--- src/rtl/memmap_ctrl.sv ---
// memmap_ctrl: host byte-stream initiator for the memmap register-file port.
// A command byte selects write or read, a burst length (1..8) and a start
// address. Writes turn each following data byte into a one-cycle write pulse;
// reads fetch registers one at a time and return them on the tx byte stream.
module memmap_ctrl #(
  parameter int ADDR_BITS = 2,
  parameter int READ_LAT  = 1
) (
  input  logic                 clock_i,
  input  logic                 reset_i,
  input  logic [7:0]           rx_data_i,
  input  logic                 rx_valid_i,
  output logic                 rx_ready_o,
  output logic [7:0]           tx_data_o,
  output logic                 tx_valid_o,
  input  logic                 tx_ready_i,
  output logic                 write_o,
  output logic [ADDR_BITS-1:0] addr_o,
  output logic [7:0]           data_o,
  input  logic [7:0]           data_i,
  output logic                 busy_o
);

  typedef enum logic [1:0] {
    S_IDLE,
    S_WDATA,
    S_RWAIT,
    S_RSEND
  } state_t;

  localparam logic [1:0] LAT = 2'(READ_LAT);

  state_t                r_state;
  logic [3:0]            r_cnt;
  logic [1:0]            r_wait;
  logic [ADDR_BITS-1:0]  r_addr;
  logic [7:0]            r_data;
  logic                  r_write;
  logic [7:0]            r_tx_data;
  logic                  r_tx_valid;
  logic                  r_rx_ready;

  logic                  w_rx_acc;
  logic                  w_tx_acc;
  logic [3:0]            w_len;
  logic [ADDR_BITS-1:0]  w_addr_inc;

  // Handshakes use only registered ready/valid, so neither output depends on
  // the partner's valid/ready combinationally.
  assign w_rx_acc   = rx_valid_i & r_rx_ready;
  assign w_tx_acc   = r_tx_valid & tx_ready_i;
  assign w_len      = {1'b0, rx_data_i[6:4]} + 4'd1;
  assign w_addr_inc = r_addr + ADDR_BITS'(1);

  // Command decode, write-burst sequencing and read fetch/return in one FSM.
  always_ff @(posedge clock_i or posedge reset_i) begin
    if (reset_i) begin
      r_state    <= S_IDLE;
      r_cnt      <= 4'd0;
      r_wait     <= 2'd0;
      r_addr     <= '0;
      r_data     <= 8'd0;
      r_write    <= 1'b0;
      r_tx_data  <= 8'd0;
      r_tx_valid <= 1'b0;
      r_rx_ready <= 1'b0;
    end else begin
      r_write <= 1'b0;
      // A write pulse retires on this edge: step to the next address. A new
      // command accepted on the same edge overrides this with its start.
      if (r_write) begin
        r_addr <= w_addr_inc;
      end
      case (r_state)
        S_IDLE: begin
          r_rx_ready <= 1'b1;
          if (w_rx_acc) begin
            r_addr <= rx_data_i[ADDR_BITS-1:0];
            r_cnt  <= w_len;
            if (rx_data_i[7]) begin
              r_state <= S_WDATA;
            end else begin
              r_state    <= S_RWAIT;
              r_wait     <= LAT;
              r_rx_ready <= 1'b0;
            end
          end
        end
        S_WDATA: begin
          if (w_rx_acc) begin
            r_data  <= rx_data_i;
            r_write <= 1'b1;
            r_cnt   <= r_cnt - 4'd1;
            if (r_cnt == 4'd1) begin
              r_state <= S_IDLE;
            end
          end
        end
        S_RWAIT: begin
          // Wait for the register file's read latency before sampling.
          if (r_wait == 2'd0) begin
            r_tx_data  <= data_i;
            r_tx_valid <= 1'b1;
            r_state    <= S_RSEND;
          end else begin
            r_wait <= r_wait - 2'd1;
          end
        end
        S_RSEND: begin
          if (w_tx_acc) begin
            r_tx_valid <= 1'b0;
            r_addr     <= w_addr_inc;
            r_cnt      <= r_cnt - 4'd1;
            if (r_cnt == 4'd1) begin
              r_state    <= S_IDLE;
              r_rx_ready <= 1'b1;
            end else begin
              r_state <= S_RWAIT;
              r_wait  <= LAT;
            end
          end
        end
        default: begin
          r_state <= S_IDLE;
        end
      endcase
    end
  end

  assign rx_ready_o = r_rx_ready;
  assign tx_data_o  = r_tx_data;
  assign tx_valid_o = r_tx_valid;
  assign write_o    = r_write;
  assign addr_o     = r_addr;
  assign data_o     = r_data;
  assign busy_o     = (r_state != S_IDLE) | r_write;

endmodule
--- config.mk ---
export PLATFORM = sky130hd
export DESIGN_NAME = memmap_ctrl
export DESIGN_NICKNAME = d
export VERILOG_FILES = /design/src/rtl/memmap_ctrl.sv
export SDC_FILE = /design/constraint.sdc
export NUM_CORES = 1
export LEC_CHECK = 0
export ABC_AREA = 0
export BUFFER_PORTS_ARGS = -buffer_cell sky130_fd_sc_hd__buf_2
export CORE_ASPECT_RATIO = 0.6
export CORE_UTILIZATION = 45
export CTS_CLUSTER_SIZE = 24
export DETAILED_ROUTE_END_ITERATION = 8
export HOLD_SLACK_MARGIN = 0.06
export PLACE_DENSITY = 0.84
export SYNTH_ARGS = -nofsm -noshare
export SYNTH_HDL_FRONTEND = slang
export SYNTH_SLANG_ARGS = --single-unit
export TNS_END_PERCENT = 50
--- constraint.sdc ---
create_clock -name clock_i -period 1.9 [get_ports clock_i]
set_input_delay 0.38 -clock clock_i [delete_from_list [all_inputs] [get_ports clock_i]]
set_output_delay 0.38 -clock clock_i [all_outputs]
set_load 0.02 [all_outputs]
# ---- Word-level counts from Yosys, hierarchy flattened
# Index checks and enable logic that the tools add are counted.
dict set report word_totals {
  regBits 29
  input_bits 20
  out_inout_bits 22
  elab_cells 75
}
dict set report op_classes {
  addsub 4
  eq_ne 13
  mux 32
  bitwise 3
  n_reduce_logical 14
}
# cell count
set ops {}
lappend ops {{2-to-1 mux 2 bit} 15}
lappend ops {{!= test 2 bit (second input constant)} 9}
lappend ops {{2-to-1 mux 4 bit} 3}
lappend ops {{one-hot mux 4 bit (3 select lines)} 1}
lappend ops {{2-to-1 mux 1 bit} 8}
lappend ops {{one-hot mux 2 bit (4 select lines)} 1}
lappend ops {{one-hot mux 2 bit (3 select lines)} 1}
lappend ops {{AND reduction 3 bit} 2}
lappend ops {{AND reduction 6 bit} 1}
lappend ops {{nonzero test 2 bit} 3}
lappend ops {{nonzero test 3 bit} 2}
lappend ops {{AND reduction 5 bit} 1}
lappend ops {{adder 3 x 1 -> 4 bit (second input constant)} 1}
lappend ops {{equality test 2 bit (second input constant)} 2}
lappend ops {{equality test 4 x 1 -> 1 bit (second input constant)} 1}
lappend ops {{zero test 2 bit} 2}
lappend ops {{one-hot mux 1 bit (2 select lines)} 2}
lappend ops {{one-hot mux 2 bit (2 select lines)} 1}
lappend ops {{AND reduction 2 bit} 2}
lappend ops {{AND reduction 4 bit} 1}
lappend ops {{subtractor 4 x 1 -> 4 bit (second input constant)} 1}
lappend ops {{adder 2 x 1 -> 2 bit (second input constant)} 1}
lappend ops {{bitwise AND 1 bit} 2}
lappend ops {{equality test 2 x 1 -> 1 bit (second input constant)} 1}
lappend ops {{2 further kinds} 2}

# ---- Longest topological paths before layout
# Gate-level depths: netlist of run 1.
dict set report depth {
  ltp_word 4
  mapped_depth 7
  ltp_nobuf 6
}

# ---- Least setup slack after synthesis of run 1
# Ideal clock, no wire load.
dict set report synth_path {
  path_kind {reg-to-reg}
  from {register r_state[0]}
  to {register r_wait[0]}
  setup_ns 0.125
  t_arrival_ns 1.647
  required_time_ns 1.775
  slack_ns 0.128
  path_stages_with_launch 7
  n_path_buf 1
  synth_period_minus_slack_ns 1.772
  cell_sequence {dfrtp_1 > inv_1 > ha_1 > buf_2 > a221oi_1 > o211a_4 > mux2_4}
}
dict set report synth_via {
  elab_chain_cells 3
  elab_cells_between_ends 11
  cone_classes {eq/ne (7); mux (1); reduce/logical (3)}
}
# element line_no
set synth_rtl {}
lappend synth_rtl {{from (decl)} 33} ;# state_t r_state;
lappend synth_rtl {{from (signal assigned)} 58} ;# r_state <= S_IDLE;
lappend synth_rtl {{from (signal assigned)} 81} ;# r_state <= S_WDATA;
lappend synth_rtl {{from (signal assigned)} 83} ;# r_state <= S_RWAIT;
lappend synth_rtl {{equality test 2 bit / zero test 2 bit (equally long branches)} 74} ;# case (r_state)
lappend synth_rtl {{!= test 2 bit (no source line) / nonzero test 3 bit (equally long branches)} -}
lappend synth_rtl {{AND reduction 6 bit (no source line)} -}
lappend synth_rtl {{to (signal assigned)} 106} ;# r_wait <= r_wait - 2'd1;
lappend synth_rtl {{to (decl)} 35} ;# logic [1:0] r_wait;
# Parallel ways exist; a longest one is shown, timed or not.
# A chain may end at the register's enable or synchronous reset.

# ---- Final worst setup path of run 1
dict set report layout_path {
  from {register r_state[0]}
  to {output busy_o}
}
dict set report layout_via {
  elab_chain_cells 2
}
# element line_no
set layout_rtl {}
lappend layout_rtl {{nonzero test 2 bit} 136} ;# assign busy_o = (r_state != S_IDLE) | r_write;
lappend layout_rtl {{OR 1 bit} 136}
lappend layout_rtl {{to (decl)} 21} ;# output logic busy_o
# No other way between the ends.

==> impl_metrics.env, run 1 <==
export IMPL_clk_path_buf_depth=2
export IMPL_yosys_area_top_type="dfrtp_1"
export IMPL_n_fill_cell=266
export IMPL_core_mm2=0.00326
export IMPL_synth_edff_count=0
export IMPL_endpoint_kind="primary output"
export IMPL_synth_distinct_cells=34
export IMPL_cts_tree="built"
export IMPL_synth_fp_nets=166
export IMPL_cts_resized=0
export IMPL_finalSetupViolations=0
export IMPL_gr_total_overflow=0
export IMPL_finalClockSkew_ns=0.00507
export IMPL_grt_max_degree=30
export IMPL_grt_total_usage=0.186
export IMPL_tightestPinTransition_ns=0.365
export IMPL_start_util=0.471
export IMPL_pwr_density_cell_mw_per_mm2=1920
export IMPL_vias_per_cell=5.12
export IMPL_dp_cells=225
export IMPL_dp_hpwl_um=2390
export IMPL_die_y_um=47.3
export IMPL_slew_headroom=0.757
export IMPL_synth_most_common_cell="dfrtp_1"
export IMPL_grt_pass1_vias=1101
export IMPL_synth_area_mm2=0.00154
export IMPL_yosys_warnings=0
export IMPL_gp_congestion=0.899
export IMPL_ctsHtreeMaxLevel=2
export IMPL_ios=42
export IMPL_antenna_left=0
export IMPL_numCtsBuffers=5
export IMPL_fin_nets=218
export IMPL_die_area_mm2=0.00366
export IMPL_seq_area_frac_synth=0.472
export IMPL_maxCapViolCount=0
export IMPL_clk_pin_slew_ns=0.07
export IMPL_vdd_drop_max_mv=1.12
export IMPL_avgSynthCellArea_um2=11.4
export IMPL_crit_required_ns=1.52
export IMPL_cts_sinks=29
export IMPL_synth_seq_cells=29
export IMPL_die_w_um=77.4
export IMPL_yosys_most_used_dff="dfrtp_1"
export IMPL_drt_initial_drc_count=76
export IMPL_clk_latency_ns=0.28
export IMPL_cts_hold_buf=0
export IMPL_antenna_found_initial=0
export IMPL_rsz0062_at_grt="false"
export IMPL_status="finished clean"
export IMPL_synth_common_cells="dfrtp_1, mux2_2, ha_1, inv_1, a21oi_1"
export IMPL_finalHoldViolCount=0
export IMPL_max_freq_mhz=560
export IMPL_first_pass_iters=4
export IMPL_crit_fanout=6
export IMPL_postSynthCellCount=135
export IMPL_antenna_cells=0
export IMPL_dp_slack_ns=0.0778
export IMPL_io_buffers=41
export IMPL_synth_top_cell_area_share=0.472
export IMPL_vias=1194
export IMPL_root_buffer="clkbuf_8"
export IMPL_setup_tns_final_ns=0
export IMPL_leakage_nw=0.934
export IMPL_drc=0
export IMPL_hold_path_class="input pin to asynchronous set/reset pin"
export IMPL_syn_to_final_growth_pct=27.3
export IMPL_wire_per_inst_um=13.5
export IMPL_dpl_cell_area_mm2=0.00183
export IMPL_wl_um=3150
export IMPL_final_area_mm2=0.00196
export IMPL_critPathArrivalTime_ns=1.40
export IMPL_seq_area_um2=726
export IMPL_report_final_slew_viol_count=0
export IMPL_cts_setup_buffers=0
export IMPL_fin_crit_ns=1.78
export IMPL_critPathKind="flop to primary output"
export IMPL_rows=16
export IMPL_final_util=0.599
export IMPL_synth_area_top_cells="dfrtp_1, mux2_2, ha_1"
export IMPL_crit_path_start_kind="flop"
export IMPL_total_power_mw=3.76
export IMPL_period_share=0.939
export IMPL_synthArstFlopShare=1.00
export IMPL_multi_input_area_um2=762
export IMPL_drive_gt1_frac=0.431
export IMPL_fin_ws_ns=0.115
export IMPL_grt_first_pass_wirelength_um=4980
export IMPL_worst_r2r_cell_count=5
export IMPL_hold_slack_ns=0.153
export IMPL_fin_cells=233
## sequential cells by signal (all words and copies together), names as in the netlist
signal      cells
data_o          8
tx_data_o       8
r_cnt           4
addr_o          2
r_state         2
r_wait          2
rx_ready_o      1
tx_valid_o      1
write_o         1
## layout make-up
cell class              count  area share
flip-flops and latches     29       0.371
repair buffers             47       0.128
inverters                  11      0.0211
clock inverters             2      0.0192
well taps                  45      0.0288
clock buffers               6      0.0422
multi-input cells          93       0.390
## layout by cell type, fill, tap and decap left out, types with 2 or more instances in the layout
master / Yosys / layout
mux2_2: 17 / 17
nand2b_1: 3 / 3
nand3_1: 2 / 2
mux2i_1: 3 / 3
o21ai_0: 4 / 4
xnor2_1: 3 / 3
buf_2: 2 / 41
nor2_1: 8 / 8
nand2_1: 8 / 8
o22ai_1: 2 / 2
buf_4: 0 / 6
inv_2: 0 / 2
dfrtp_1: 29 / 29
clkbuf_8: 0 / 6
o21ai_1: 2 / 2
a21oi_1: 10 / 10
inv_1: 11 / 9
a41oi_1: 2 / 2
ha_1: 11 / 10
## power breakdown
part	total [mW]	leakage [nW]	internal, mW	switching, mW
registers	1.13	0.344	0.917	0.213
clock network	0.671	0.0574	0.426	0.245
logic	1.96	0.533	0.887	1.07
total	3.76	0.934	2.23	1.53
## worst paths after layout
kind,startpoint,to,slack (ns)
worst min register to register,data_o[7],data_o[7],0.50
max in group asynchronous,reset_i,rx_ready_o,1.47
min in group clock_i,data_i[3],tx_data_o[3],0.33
worst min-delay path,reset_i,tx_data_o[5],0.15
worst max register to register,r_state[0],r_wait[0],0.14
worst max-delay path,r_state[0],busy_o,0.12
## critical path: stages, from the launching register on
cell	delay [ns]
dfrtp_1	0.43
inv_2	0.12
ha_2	0.22
buf_4	0.15
nand2b_1	0.06
buf_2	0.15
## layer usage
layer  global-route usage  share of wire  up-vias
li1                     -              -      578
met1                0.255           0.51      573
met2                0.280           0.42       38
met3               0.0583          0.059        5
met4               0.0792         0.0099        0
met5                    0              0        -
## cell families after synthesis
family	Yosys count	synth area share
AND/OR/NAND/NOR	29	0.103
AO/OA/AOI/OAI	28	0.125
adder cells (fa/ha/maj)	11	0.0896
XOR/XNOR	4	0.0228
multiplexers	21	0.154
buffers and inverters	13	0.0334
flip-flops	29	0.472
Power figures use the tool's default switching activity.
==> run 2, diff against run 1 <==
- MAX_ROUTING_LAYER: not set -> met4
==> run 2 against run 1 <==
Net effect:
- final cell count did not move
- core utilization did not move
- global-route usage rose by 0.69 points
- largest cell class unchanged
- clock power barely moved
- non-clock buffer count did not move
==> impl_metrics.env, run 2 (same netlist as run 1, synthesis figures left out) <==
export IMPL_final_common_cell="buf_2"
export IMPL_start_util=0.471
export IMPL_worst_r2r_cell_count=5
export IMPL_grt_first_pass_wirelength_um=4980
export IMPL_r2r_slack_ns=0.14
export IMPL_clk_pin_slew_ns=0.07
export IMPL_wl_um=3150
export IMPL_cts_setup_buffers=0
export IMPL_clk_path_buf_depth=2
export IMPL_dp_hpwl_um=2390
export IMPL_ios=42
export IMPL_hold_path_class="input pin to asynchronous set/reset pin"
export IMPL_dp_cells=225
export IMPL_first_pass_iters=4
export IMPL_crit_fanout=6
export IMPL_tightestPinTransition_ns=0.364
export IMPL_pwr_density_cell_mw_per_mm2=1920
export IMPL_cts_tree="built"
export IMPL_dp_slack_ns=0.0778
export IMPL_vias_per_cell=5.12
export IMPL_antenna_found_initial=0
export IMPL_maxCapViolCount=0
export IMPL_setup_tns_final_ns=0
export IMPL_die_y_um=47.3
export IMPL_core_mm2=0.00326
export IMPL_wire_per_inst_um=13.5
export IMPL_grt_total_usage=0.193
export IMPL_period_share=0.939
export IMPL_io_buffers=41
export IMPL_fin_ws_ns=0.115
export IMPL_r2r_end="r_wait[0]"
export IMPL_finalHoldViolCount=0
export IMPL_cts_sinks=29
export IMPL_leakage_nw=0.934
export IMPL_seq_area_um2=726
export IMPL_gr_total_overflow=0
export IMPL_drt_initial_drc_count=76
export IMPL_clk_latency_ns=0.28
export IMPL_rsz0062_at_grt="false"
export IMPL_dpl_cell_area_mm2=0.00183
export IMPL_fin_nets=218
export IMPL_fin_crit_ns=1.78
export IMPL_multi_input_area_um2=762
export IMPL_syn_to_final_growth_pct=27.3
export IMPL_r2r_start="r_state[0]"
export IMPL_rows=16
export IMPL_cts_resized=0
export IMPL_die_area_mm2=0.00366
export IMPL_total_power_mw=3.76
export IMPL_vdd_drop_max_mv=1.12
export IMPL_fin_cells=233
export IMPL_ctsHtreeMaxLevel=2
export IMPL_finalClockSkew_ns=0.00507
export IMPL_vias=1194
export IMPL_gp_congestion=0.915
export IMPL_endpoint_kind="primary output"
export IMPL_final_cell_mix="buf_2, dfrtp_1, mux2_2"
export IMPL_critPathArrivalTime_ns=1.40
export IMPL_final_area_mm2=0.00196
export IMPL_numCtsBuffers=5
export IMPL_crit_required_ns=1.52
export IMPL_antenna_cells=0
export IMPL_grt_max_degree=30
export IMPL_status="finished clean"
export IMPL_root_buffer="clkbuf_8"
export IMPL_cts_hold_buf=0
export IMPL_grt_pass1_vias=1101
export IMPL_drc=0
export IMPL_crit_path_start_kind="flop"
export IMPL_drive_gt1_frac=0.431
export IMPL_max_freq_mhz=560
export IMPL_critPathKind="flop to primary output"
export IMPL_slew_headroom=0.757
export IMPL_report_final_slew_viol_count=0
export IMPL_n_fill_cell=266
export IMPL_antenna_left=0
export IMPL_finalSetupViolations=0
export IMPL_die_w_um=77.4
run 2: report_power, final:
group	total, mW	switching [mW]	leakage [nW]	internal [mW]
Clock	0.671	0.245	0.0574	0.426
Sequential	1.13	0.213	0.344	0.917
Combinational	1.96	1.07	0.533	0.887
Total	3.76	1.53	0.934	2.23
run 2: worst max-delay path: stages (launching register included):
cell and delay [ns]:
dfrtp_1 0.43, inv_2 0.12, ha_2 0.22, buf_4 0.15, nand2b_1 0.06, buf_2 0.15
run 2: worst max path at each step:
stage / start / end / slack (ns) / depth (start not counted)
2_1_floorplan: r_state[0] / r_wait[0] / 0.13 / 6
4_1_cts: r_state[0] / busy_o / 0.02 / 5
6_report: r_state[0] / busy_o / 0.12 / 5
3_5_place_dp: r_state[0] / r_wait[0] / 0.08 / 5
5_1_grt: r_state[0] / busy_o / 0.04 / 5
3_3_place_gp: r_state[0] / r_wait[0] / 0.18 / 5
run 2: through the flow:
| step | hold slack (ns) | utilization |
|---|---|---|
| global route | 0.192 | 0.599 |
| global placement | 0.463 | 0.562 |
| floorplan | 0.458 | - |
| CTS | 0.168 | 0.599 |
| finish | 0.153 | 0.599 |
| detailed placement | 0.474 | 0.562 |
run 2: area by class of cell:
type	count	area share
multi-input combinational	93	0.390
sequential	29	0.371
timing repair buffer	47	0.128
clock buffer	6	0.0422
tap	45	0.0288
inverter	11	0.0211
clock inverter	2	0.0192
run 2: routing by layer:
layer / share of wire / vias to the layer above / GRT usage / routed length [µm]
li1: - / 578 / - / -
met1: 0.51 / 573 / 0.257 / 1610
met2: 0.42 / 38 / 0.280 / 1330
met3: 0.054 / 5 / 0.0544 / 170
met4: 0.0099 / 0 / 0.0792 / 31
met5: 0 / - / - / 0
==> run 3, diff against run 2 <==
- REMOVE_ABC_BUFFERS: not set -> 1
==> run 3 against run 2 <==
Net effect:
- maximum frequency up 0.87%
- final cell count unchanged
- non-clock buffer count unchanged
- sequential power hardly changed
- register-to-register slack gained 0.03 ns
- highest routed layer unchanged
- critical path depth unchanged
- core utilization stayed put
- clock power fell by 0.7%
- design area unchanged
- global-route usage fell by 0.16 points
- power shrank 0.89%
==> impl_metrics.env, run 3 (same netlist as run 1, synthesis figures left out) <==
export IMPL_rows=16
export IMPL_numCtsBuffers=5
export IMPL_seqPwrFrac=0.301
export IMPL_finalClockSkew_ns=0.00908
export IMPL_core_mm2=0.00326
export IMPL_p_clk_frac=0.178
export IMPL_vias=1165
export IMPL_pwr_density_cell_mw_per_mm2=1910
export IMPL_clk_pin_slew_ns=0.07
export IMPL_dp_cells=225
export IMPL_start_util=0.471
export IMPL_period_share=0.931
export IMPL_status="finished clean"
export IMPL_io_buffers=41
export IMPL_r2r_slack_ns=0.17
export IMPL_dp_hpwl_um=2310
export IMPL_antenna_found_initial=0
export IMPL_antenna_left=0
export IMPL_fin_nets=218
export IMPL_setup_tns_final_ns=0
export IMPL_syn_to_final_growth_pct=27.3
export IMPL_finalSetupViolations=0
export IMPL_path_cells="inv_2, ha_2, buf_4, nand2b_1, buf_2"
export IMPL_cts_setup_buffers=0
export IMPL_rsz0062_at_grt="false"
export IMPL_cts_tree="built"
export IMPL_r2r_start="r_state[0]"
export IMPL_p_sw_frac=0.402
export IMPL_gr_total_overflow=0
export IMPL_cts_resized=0
export IMPL_antenna_cells=0
export IMPL_slew_headroom=0.763
export IMPL_wire_per_inst_um=12.8
export IMPL_p_int_mw=2.23
export IMPL_fin_crit_ns=1.77
export IMPL_die_w_um=77.4
export IMPL_gp_congestion=0.884
export IMPL_wl_um=2990
export IMPL_cts_sinks=29
export IMPL_critPathLaunch="r_state[0]"
export IMPL_hold_path_class="input pin to asynchronous set/reset pin"
export IMPL_vdd_drop_max_mv=1.00
export IMPL_drive_gt1_frac=0.431
export IMPL_vias_per_cell=5.00
export IMPL_tightestPinTransition_ns=0.355
export IMPL_leakage_nw=0.934
export IMPL_die_area_mm2=0.00366
export IMPL_fin_cells=233
export IMPL_clk_path_buf_depth=2
export IMPL_grt_first_pass_wirelength_um=4950
export IMPL_final_cell_mix="buf_2, dfrtp_1, mux2_2"
export IMPL_p_sw_mw=1.50
export IMPL_final_common_cell="buf_2"
export IMPL_worst_r2r_cell_count=6
export IMPL_first_pass_iters=4
export IMPL_critPathMaxStageDelay_ns=0.42
export IMPL_grt_total_usage=0.192
export IMPL_max_freq_mhz=565
export IMPL_critPathCapture="busy_o"
export IMPL_p_comb_frac=0.520
export IMPL_slowest_stage="dfrtp_1"
export IMPL_report_final_slew_viol_count=0
export IMPL_root_buffer="clkbuf_8"
export IMPL_drt_initial_drc_count=60
export IMPL_crit_path_start_kind="flop"
export IMPL_crit_required_ns=1.52
export IMPL_ios=42
export IMPL_clk_latency_ns=0.28
export IMPL_drc=0
export IMPL_crit_fanout=6
export IMPL_ctsHtreeMaxLevel=2
export IMPL_total_power_mw=3.73
export IMPL_endpoint_kind="primary output"
export IMPL_critPathKind="flop to primary output"
export IMPL_grt_max_degree=30
export IMPL_critPathArrivalTime_ns=1.39
export IMPL_die_y_um=47.3
export IMPL_maxCapViolCount=0
export IMPL_r2r_end="r_wait[0]"
export IMPL_cts_hold_buf=0
export IMPL_finalHoldViolCount=0
export IMPL_grt_pass1_vias=1100
run 3: power groups by stage:
| stage | combinational (mW) | clock, mW | sequential (mW) |
|---|---|---|---|
| floorplan | 1.13 | 0 | 1.37 |
| global placement | 1.89 | 0 | 1.11 |
| detailed placement | 1.95 | 0 | 1.13 |
| CTS | 1.95 | 0.684 | 1.12 |
| global route | 2.14 | 0.706 | 1.17 |
| finish | 1.94 | 0.666 | 1.12 |
run 3: critical path: cells and delay by family, from the launching register on:
| family | cells | cell delay, ns |
|---|---|---|
| and+or+nand+nor | 1 | 0.05 |
| buffers and inverters | 3 | 0.41 |
| adders and majority gates | 1 | 0.22 |
| DFF | 1 | 0.42 |
run 3: area by class of cell:
cell class / count / area (µm²)
clock buffer: 6 / 82.6
clock inverter: 2 / 37.5
fill: 290 / 1310
inverter: 11 / 41.3
multi-input combinational: 93 / 762
sequential: 29 / 726
tap: 45 / 56.3
timing repair buffer: 47 / 250
run 3: worst min-delay path by stage:
stage	slack (ns)	to	start
2_1_floorplan	0.46	addr_o[0]	reset_i
3_3_place_gp	0.47	tx_data_o[0]	reset_i
3_5_place_dp	0.47	tx_data_o[0]	reset_i
4_1_cts	0.16	tx_data_o[0]	reset_i
5_1_grt	0.18	r_state[0]	reset_i
6_report	0.14	tx_data_o[0]	reset_i
run 3: per-stage QoR:
step,util,worst slack [ns],area [µm²],hold WS (ns)
finish,0.599,0.130,1960,0.145
floorplan,-,0.168,1530,0.458
global route,0.599,0.0519,1960,0.182
detailed placement,0.562,0.0980,1830,0.468
CTS,0.599,0.0353,1950,0.158
global placement,0.562,0.182,1830,0.466
run 3: layer usage:
layer  vias to the layer above  track usage  share of wire
li1                        578            -              -
met3                         2       0.0641          0.059
met4                         0       0.0755         0.0050
met1                       545        0.250           0.51
met5                         -            -              0
met2                        40        0.276           0.43
